`config.mk`:
```
export PLATFORM = sky130hd
export DESIGN_NAME = minterm_sweep_ctrl_flat
export DESIGN_NICKNAME = d
export VERILOG_FILES = /design/src/rtl/minterm_sweep_if.sv /design/src/rtl/minterm_sweep_ctrl.sv /design/src/flat_wrapper.sv
export SDC_FILE = /design/constraint.sdc
export NUM_CORES = 1
export LEC_CHECK = 0
export CAP_MARGIN = 10
export CORE_MARGIN = 1
export CORE_UTILIZATION = 50
export CTS_CLUSTER_SIZE = 30
export DETAILED_ROUTE_END_ITERATION = 16
export HOLD_SLACK_MARGIN = 0.03
export PLACE_DENSITY = 0.74
export SYNTH_ARGS = -nofsm -noshare
export SYNTH_HDL_FRONTEND = slang
export SYNTH_SLANG_ARGS = --single-unit
```
`constraint.sdc`:
```
create_clock -name clk -period 2.7 [get_ports clk]
set_input_delay 0.405 -clock clk [delete_from_list [all_inputs] [get_ports clk]]
set_output_delay 0.405 -clock clk [all_outputs]
set_load 0.05 [all_outputs]
```
`src/rtl/minterm_sweep_if.sv`:
```
// Handshake and result bundle between the minterm sweep controller and its user.
// The slave side is the controller; the master side drives start/abort and returns f_in.
interface minterm_sweep_if;
  logic        start;
  logic        abort;
  logic        f_in;
  logic        a;
  logic        b;
  logic        c;
  logic        d;
  logic        busy;
  logic        done;
  logic [15:0] map;
  logic [4:0]  err_count;
  logic        match;

  modport master (
    output start, abort, f_in,
    input  a, b, c, d, busy, done, map, err_count, match
  );

  modport slave (
    input  start, abort, f_in,
    output a, b, c, d, busy, done, map, err_count, match
  );
endinterface

```
`src/rtl/minterm_sweep_ctrl.sv`:
```
// Sweeps all 16 input vectors of a 4-input function, waits SETTLE+1 cycles per vector,
// samples F into a truth-table map and compares it against the golden minterm map.
module minterm_sweep_ctrl #(
  parameter int          SETTLE   = 2,
  parameter logic [15:0] EXPECTED = 16'h88B7
) (
  input logic           clk,
  input logic           rst_n,
  minterm_sweep_if.slave bus
);

  typedef enum logic [1:0] {IDLE, WAIT, SAMPLE, DONE} state_t;

  localparam logic [3:0] SETTLE_L = 4'(SETTLE);

  state_t      state;
  logic [3:0]  idx;
  logic [3:0]  cnt;
  logic [15:0] map_q;
  logic [4:0]  err_q;
  logic [15:0] map_capt;

  // Error count saturates at 16 so it can never wrap.
  function automatic logic [4:0] sat_inc(input logic [4:0] v);
    return (v >= 5'd16) ? 5'd16 : v + 5'd1;
  endfunction

  always_comb begin
    map_capt      = map_q;
    map_capt[idx] = bus.f_in;
  end

  always_ff @(posedge clk or negedge rst_n) begin
    if (!rst_n) begin
      state     <= IDLE;
      idx       <= 4'd0;
      cnt       <= 4'd0;
      map_q     <= 16'h0000;
      err_q     <= 5'd0;
      bus.busy  <= 1'b0;
      bus.done  <= 1'b0;
      bus.match <= 1'b0;
    end else begin
      bus.done <= 1'b0;
      case (state)
        IDLE: begin
          if (bus.start && !bus.abort) begin
            idx       <= 4'd0;
            map_q     <= 16'h0000;
            err_q     <= 5'd0;
            bus.match <= 1'b0;
            cnt       <= SETTLE_L;
            bus.busy  <= 1'b1;
            state     <= WAIT;
          end
        end
        WAIT: begin
          if (bus.abort) begin
            idx       <= 4'd0;
            bus.match <= 1'b0;
            bus.busy  <= 1'b0;
            state     <= IDLE;
          end else if (cnt != 4'd0) begin
            cnt <= cnt - 4'd1;
          end else begin
            state <= SAMPLE;
          end
        end
        SAMPLE: begin
          // Abort takes priority: the pending capture is dropped.
          if (bus.abort) begin
            idx       <= 4'd0;
            bus.match <= 1'b0;
            bus.busy  <= 1'b0;
            state     <= IDLE;
          end else begin
            map_q <= map_capt;
            if (bus.f_in != EXPECTED[idx]) err_q <= sat_inc(err_q);
            if (idx == 4'd15) begin
              bus.match <= (map_capt == EXPECTED);
              bus.busy  <= 1'b0;
              bus.done  <= 1'b1;
              state     <= DONE;
            end else begin
              idx   <= idx + 4'd1;
              cnt   <= SETTLE_L;
              state <= WAIT;
            end
          end
        end
        DONE: begin
          idx   <= 4'd0;
          state <= IDLE;
        end
        default: state <= IDLE;
      endcase
    end
  end

  assign {bus.a, bus.b, bus.c, bus.d} = idx;
  assign bus.map       = map_q;
  assign bus.err_count = err_q;

endmodule
```
`src/flat_wrapper.sv`:
```
// flat-port wrapper written by rule: the top's interface ports become plain ports
module minterm_sweep_ctrl_flat 
#(
  parameter int          SETTLE   = 2,
  parameter logic [15:0] EXPECTED = 16'h88B7
)
  (clk, rst_n, bus_start, bus_abort, bus_f_in, bus_a, bus_b, bus_c, bus_d, bus_busy, bus_done, bus_map, bus_err_count, bus_match);
  minterm_sweep_if bus_i ();
  input logic clk;
  input logic rst_n;
  input wire logic [$bits(bus_i.start)-1:0] bus_start;
  input wire logic [$bits(bus_i.abort)-1:0] bus_abort;
  input wire logic [$bits(bus_i.f_in)-1:0] bus_f_in;
  output wire logic [$bits(bus_i.a)-1:0] bus_a;
  output wire logic [$bits(bus_i.b)-1:0] bus_b;
  output wire logic [$bits(bus_i.c)-1:0] bus_c;
  output wire logic [$bits(bus_i.d)-1:0] bus_d;
  output wire logic [$bits(bus_i.busy)-1:0] bus_busy;
  output wire logic [$bits(bus_i.done)-1:0] bus_done;
  output wire logic [$bits(bus_i.map)-1:0] bus_map;
  output wire logic [$bits(bus_i.err_count)-1:0] bus_err_count;
  output wire logic [$bits(bus_i.match)-1:0] bus_match;
  assign bus_i.start = bus_start;
  assign bus_i.abort = bus_abort;
  assign bus_i.f_in = bus_f_in;
  assign bus_a = bus_i.a;
  assign bus_b = bus_i.b;
  assign bus_c = bus_i.c;
  assign bus_d = bus_i.d;
  assign bus_busy = bus_i.busy;
  assign bus_done = bus_i.done;
  assign bus_map = bus_i.map;
  assign bus_err_count = bus_i.err_count;
  assign bus_match = bus_i.match;
  minterm_sweep_ctrl #(.SETTLE(SETTLE), .EXPECTED(EXPECTED)) u_core (.clk(clk), .rst_n(rst_n), .bus(bus_i));
endmodule
```
==> flow_summary.json, run 1 <==
{
  "first_global_vias": 1626,
  "placed_cell_area_um2": 2440,
  "portBuffers": 32,
  "combPwrFrac_pct": 36.8,
  "crit-reg2reg-launch": "u_core.idx[0]",
  "dieArea_um2": 4460,
  "timing.critical_path.to_type": "primary output",
  "crit_buf_inv": 1,
  "layout-drive-gt1-share_pct": 5.66,
  "grt.busiest_layer": "met2",
  "cp_max_fo": 21,
  "rsz0062_at_grt": "no",
  "syn_area_um2": 2100,
  "synth.distinct_cells": 39,
  "nNetsFinal": 281,
  "synth-simple-area-share_pct": 20.9,
  "hold_viol_final": 0,
  "finalCriticalPeriod_ns": 2.40,
  "grt_pass1_wl_um": 7660,
  "tightest_slew_ns": 0.677,
  "synth_top_family_by_area": "simple AND/OR/NAND/NOR gates",
  "synthCells": 235,
  "ys_seq_area_share_pct": 40.6,
  "syn-num-nets": 252,
  "gp_congestion": 0.908,
  "switching_power_mw": 0.633,
  "cts_setup_buffers": 0,
  "vias": 1829,
  "crit_type": "flip-flop to primary output",
  "crit_chain": "clkdlybuf4s50_1",
  "nFillCells": 347,
  "clk_pin_slew_ns": 0.07,
  "ys_ff_latch": 34,
  "synth_mux_area_share_pct": 8.83,
  "fp.coreArea_um2": 4000,
  "cp-start-kind": "flip-flop",
  "synth-compound-area-share_pct": 16.2,
  "use_met1_pct": 29.9,
  "cap_violations": 0,
  "cts.path.max_buffers": 2,
  "first_pass_iters": 4,
  "n_antenna_cell": 0,
  "drc_errors": 0,
  "syn_to_final_growth_pct": 20.8,
  "met2_usage_pct": 37.5,
  "yosys_warnings": 0,
  "yosys.area_share.adder_pct": 7.16,
  "clk_latency_ns": 0.28,
  "cts_tree": "done",
  "seq_area_um2": 851,
  "ctsHoldBuffers": 0,
  "status": "finished, final reports clean",
  "hold_path_class": "flip-flop to flip-flop",
  "critPathArrivalTime_ns": 1.99,
  "grt_overflow": 0,
  "pin_count": 33,
  "grtUsageTotal_pct": 23.0,
  "cpPeakStageDelay_ns": 0.93,
  "final_max_slew_viol_count": 0,
  "tns_ns": 0,
  "dieHeight_um": 66.8,
  "p_leak_nw": 1.12,
  "skew_ns": 0.00397,
  "dp_hpwl_um": 3230,
  "start_util_pct": 52.4,
  "grt_max_degree": 35,
  "slew_headroom_pct": 54.9,
  "drt-initial-drc-count": 141,
  "row_count": 23,
  "use_met3_pct": 4.28,
  "htree_levels": 2,
  "switching_share_pct": 39.5,
  "detail-route-antenna-nets": 0,
  "pwr-share-seq_pct": 39.0,
  "syn_area_per_cell_um2": 8.92,
  "vdd_drop_max_v": 0.000445,
  "cts_resized": 0,
  "antenna_found_initial": 0,
  "clock_sinks": 34,
  "die_x_um": 66.8,
  "max_freq_ghz": 0.417,
  "synth-xor-area-share_pct": 0.776,
  "clockPowerShare_pct": 24.1,
  "cts_made_buffers": 5,
  "fin_crit_sh_pct": 88.9,
  "final_area_um2": 2530,
  "cp_slowest_cell": "clkdlybuf4s50_1",
  "routed_wl_um": 4620,
  "cp-startpoint": "u_core.idx[3]",
  "via_per_inst": 5.81,
  "hp-start": "u_core.bus.busy",
  "multi_input_area_um2": 1130,
  "clock-root-buffer": "clkbuf_8",
  "internal-power_mw": 0.970,
  "cp.required_ns": 2.30,
  "wl_per_cell_um": 14.7,
  "setup_viol": 0,
  "cellPowerDensity_nw_per_um2": 633,
  "cpLargestDelayFamily": "buffers and inverters"
}
synth_stat cells (all sizes together):
master | number | share of area (%)
nand2b | 7 | 2.1
inv | 13 | 2.3
o22ai | 1 | 0.30
o31ai | 2 | 0.72
o211a | 1 | 0.48
a21oi | 6 | 1.4
a22o | 1 | 0.42
a221oi | 1 | 0.42
xnor2 | 1 | 0.78
mux2 | 1 | 0.72
a32o | 1 | 0.48
a31oi | 2 | 0.60
nor4b | 1 | 0.42
nand2 | 33 | 5.9
or2 | 1 | 0.30
buf | 7 | 2.0
nand4 | 3 | 0.90
and3 | 1 | 0.30
nor2b | 3 | 0.90
o21a | 1 | 0.36
nand3 | 8 | 1.9
o21ai | 37 | 9.4
nor2 | 8 | 1.4
and2 | 1 | 0.30
a221o | 1 | 0.48
clkbuf | 7 | 1.3
nor3 | 7 | 1.7
nand3b | 7 | 2.5
o41ai | 1 | 0.42
mux2i | 17 | 8.1
o211ai | 1 | 0.36
dfrtp | 34 | 41
nor3b | 3 | 1.1
nand4b | 2 | 0.84
o22a | 1 | 0.42
or4 | 1 | 0.36
ha | 12 | 7.2
placed cells by master (no fill, tap or decap), types with 7 or more instances in the layout:
cell	instances
clkdlybuf4s50_1	32
nor3_1	7
ha_1	12
inv_1	13
mux2i_1	17
nand2_1	33
nor2_1	8
o21ai_0	36
nand3b_1	7
nand2b_1	7
dfrtp_1	34
nand3_1	8
layer usage:
| layer | share of wire [%] | vias to the layer above |
|---|---|---|
| li1 | - | 879 |
| met1 | 47 | 896 |
| met2 | 47 | 48 |
| met3 | 5.1 | 6 |
| met4 | 0.93 | 0 |
| met5 | 0 | - |
flip-flops by register name, summed over array words and instances, names as in the netlist:
name and count:
u_core.bus.map 16, u_core.bus.err_count 5, u_core.cnt 4, u_core.idx 4, u_core.state 2, u_core.bus.busy 1, u_core.bus.done 1, u_core.bus.match 1
final timing paths:
check | end | slack [ns] | depth (start not counted)
min reg2reg | u_core.bus.busy | 0.49 | 2
max in group asynchronous | u_core.bus.err_count[1] | 1.86 | 2
max reg2reg | u_core.bus.err_count[2] | 0.53 | 7
min in group asynchronous | u_core.state[0] | 0.53 | 2
min | u_core.bus.busy | 0.49 | 2
max | bus_a | 0.30 | 1
power groups by stage:
| stage | sequential (mW) | combinational (mW) | clock, mW |
|---|---|---|---|
| 2_1_floorplan | 0.705 | 0.339 | 0 |
| 3_3_place_gp | 0.634 | 0.570 | 0 |
| 3_5_place_dp | 0.636 | 0.586 | 0 |
| 6_report | 0.626 | 0.591 | 0.387 |
| 4_1_cts | 0.626 | 0.589 | 0.397 |
| 5_1_grt | 0.635 | 0.653 | 0.412 |
final cells by class:
class,instances,share of cell area (%)
Clock buffer,7,3.41
Clock inverter,1,0.198
Inverter,13,1.93
Multi-Input combinational cell,174,44.6
Sequential cell,34,33.6
Tap cell,50,2.47
Timing Repair Buffer,36,13.8
per-stage QoR:
| stage | setup WS [ns] | hold slack (ns) | instances | util (%) | power (mW) |
|---|---|---|---|---|---|
| 3_3_place_gp | 0.535 | 0.472 | 307 | 61.1 | 1.20 |
| 2_1_floorplan | 0.411 | 0.109 | 235 | - | 1.04 |
| 3_5_place_dp | 0.433 | 0.473 | 307 | 61.1 | 1.22 |
| 6_report | 0.301 | 0.488 | 315 | 63.3 | 1.60 |
| 5_1_grt | 0.209 | 0.528 | 315 | 63.3 | 1.70 |
| 4_1_cts | 0.304 | 0.488 | 315 | 63.3 | 1.61 |
cell families after synthesis:
kind of cell               Yosys count
muxes                               18
adders and majority gates           12
buffers and inverters               27
AOI/OAI and AO/OA                   57
DFF                                 34
and+or+nand+nor                     86
xor gates and xnor gates             1
No activity file was read; power rests on OpenSTA's default activity.
==> inputs of run 2 (changes only) <==
--- a/config.mk
+++ b/config.mk
@@ -12,6 +12,7 @@
 export DETAILED_ROUTE_END_ITERATION = 16
 export HOLD_SLACK_MARGIN = 0.03
 export PLACE_DENSITY = 0.74
+export REMOVE_ABC_BUFFERS = 1
 export SYNTH_ARGS = -nofsm -noshare
 export SYNTH_HDL_FRONTEND = slang
 export SYNTH_SLANG_ARGS = --single-unit
==> flow_summary.json, run 2 (same netlist as run 1, synthesis figures left out) <==
{
  "status": "finished, final reports clean",
  "cap_violations": 0,
  "skew_ns": 0.00659,
  "cp-start-kind": "flip-flop",
  "fin_util_pct": 63.0,
  "nFillCells": 358,
  "first_pass_iters": 6,
  "syn_to_final_growth_pct": 20.1,
  "tightest_slew_ns": 0.631,
  "via_per_inst": 5.60,
  "cellPowerDensity_nw_per_um2": 617,
  "regToRegSetupSlack_ns": 0.57,
  "dieArea_um2": 4460,
  "routed_wl_um": 4500,
  "clockPowerShare_pct": 22.7,
  "grt_overflow": 0,
  "cts_resized": 0,
  "clk_latency_ns": 0.28,
  "wl_per_cell_um": 14.3,
  "rsz0062_at_grt": "no",
  "crit_buf_inv": 1,
  "clock_sinks": 34,
  "fp.coreArea_um2": 4000,
  "cp_slowest_cell": "clkdlybuf4s50_1",
  "cpLargestDelayFamily": "buffers and inverters",
  "slew_headroom_pct": 58.0,
  "cpPeakStageDelay_ns": 0.92,
  "pin_count": 33,
  "htree_levels": 2,
  "critPathArrivalTime_ns": 1.96,
  "n_antenna_cell": 0,
  "grt_pass1_wl_um": 7310,
  "crit_type": "flip-flop to primary output",
  "hold_viol_final": 0,
  "max_freq_ghz": 0.424,
  "layout_commonest_cell": "o21ai_0",
  "pwr-share-seq_pct": 40.2,
  "clk_pin_slew_ns": 0.07,
  "die_x_um": 66.8,
  "layout_common_cells": "36 x o21ai_0, 34 x dfrtp_1, 33 x nand2_1",
  "p_leak_nw": 1.11,
  "gp_congestion": 0.792,
  "final_max_slew_viol_count": 0,
  "detail-route-antenna-nets": 0,
  "layout-drive-gt1-share_pct": 4.92,
  "drc_errors": 0,
  "largest_reg_flops": 16,
  "final_area_um2": 2520,
  "grtUsageTotal_pct": 22.1,
  "ctsHoldBuffers": 0,
  "clock-root-buffer": "clkbuf_8",
  "vias": 1758,
  "first_global_vias": 1560,
  "cts_tree": "done",
  "row_count": 23,
  "fin_cells": 314,
  "dp_hpwl_um": 3210,
  "dp_cells": 307,
  "switching_share_pct": 39.6,
  "antenna_found_initial": 0,
  "portBuffers": 32,
  "cts_setup_buffers": 0,
  "grt_max_degree": 35,
  "start_util_pct": 52.4,
  "crit_chain": "clkdlybuf4s50_1",
  "combPwrFrac_pct": 37.1,
  "placed_cell_area_um2": 2440,
  "cts.path.max_buffers": 2,
  "finalCriticalPeriod_ns": 2.36,
  "drt-initial-drc-count": 192,
  "dieHeight_um": 66.8,
  "timing.critical_path.to_type": "primary output",
  "nNetsFinal": 281,
  "cp_max_fo": 21,
  "switching_power_mw": 0.616,
  "vdd_drop_max_v": 0.000739,
  "cts_made_buffers": 5,
  "multi_input_area_um2": 1130,
  "hold_path_class": "flip-flop to flip-flop",
  "tns_ns": 0,
  "internal-power_mw": 0.939,
  "cp.required_ns": 2.30,
  "setup_viol": 0,
  "seq_area_um2": 851,
  "fin_crit_sh_pct": 87.4
}
## run 2: cell count changes in the layout (fill, tap and decap cells not counted)
| cell | delta |
|---|---|
| clkbuf_1 | +1 |
| clkbuf_8 | -1 |
| clkinv_2 | -1 |
## run 2: layer usage
metal / routed length, um / share of wire [%] / GRT usage (%)
met1: 2200 / 49 / 31.5
met2: 2080 / 46 / 33.0
met3: 170 / 3.8 / 4.62
met4: 44 / 0.98 / 7.71
met5: 0 / 0 / 0
## run 2: per-stage QoR
stage	power (mW)	hold slack, ns	setup slack [ns]
floorplan	1.03	0.109	0.406
global placement	1.19	0.479	0.531
finish	1.55	0.507	0.339
detailed placement	1.21	0.501	0.465
global route	1.66	0.544	0.246
CTS	1.57	0.515	0.332
## run 2: final cells by class
type                            count  area share [%]
Timing Repair Buffer               36            13.9
Multi-Input combinational cell    174            44.9
Sequential cell                    34            33.8
Tap cell                           50            2.48
Clock buffer                        7            3.03
Inverter                           13            1.94
## run 2: power by group through the flow
stage / clock network [mW] / registers (mW) / logic, mW
final: 0.353 / 0.625 / 0.576
after global routing: 0.379 / 0.634 / 0.644
after CTS: 0.363 / 0.626 / 0.578
after detailed placement: 0 / 0.634 / 0.577
after global placement: 0 / 0.631 / 0.562
after floorplan: 0 / 0.705 / 0.323
## run 2: final timing paths
check,cells past startpoint,from,to
max,1,u_core.idx[3],bus_a
min,2,u_core.bus.busy,u_core.bus.busy
max reg2reg,6,u_core.idx[0],u_core.idx[3]
min reg2reg,2,u_core.bus.busy,u_core.bus.busy
max in group asynchronous,2,rst_n,u_core.bus.map[3]
min in group asynchronous,2,rst_n,u_core.bus.map[12]
==> inputs of run 3 (changes only) <==
--- a/config.mk
+++ b/config.mk
@@ -8,6 +8,7 @@
 export CAP_MARGIN = 10
 export CORE_MARGIN = 1
 export CORE_UTILIZATION = 50
+export CTS_CLUSTER_DIAMETER = 150
 export CTS_CLUSTER_SIZE = 30
 export DETAILED_ROUTE_END_ITERATION = 16
 export HOLD_SLACK_MARGIN = 0.03
==> results of run 3 <==
No change in the layout: final DEF, timing and power equal those of run 2.
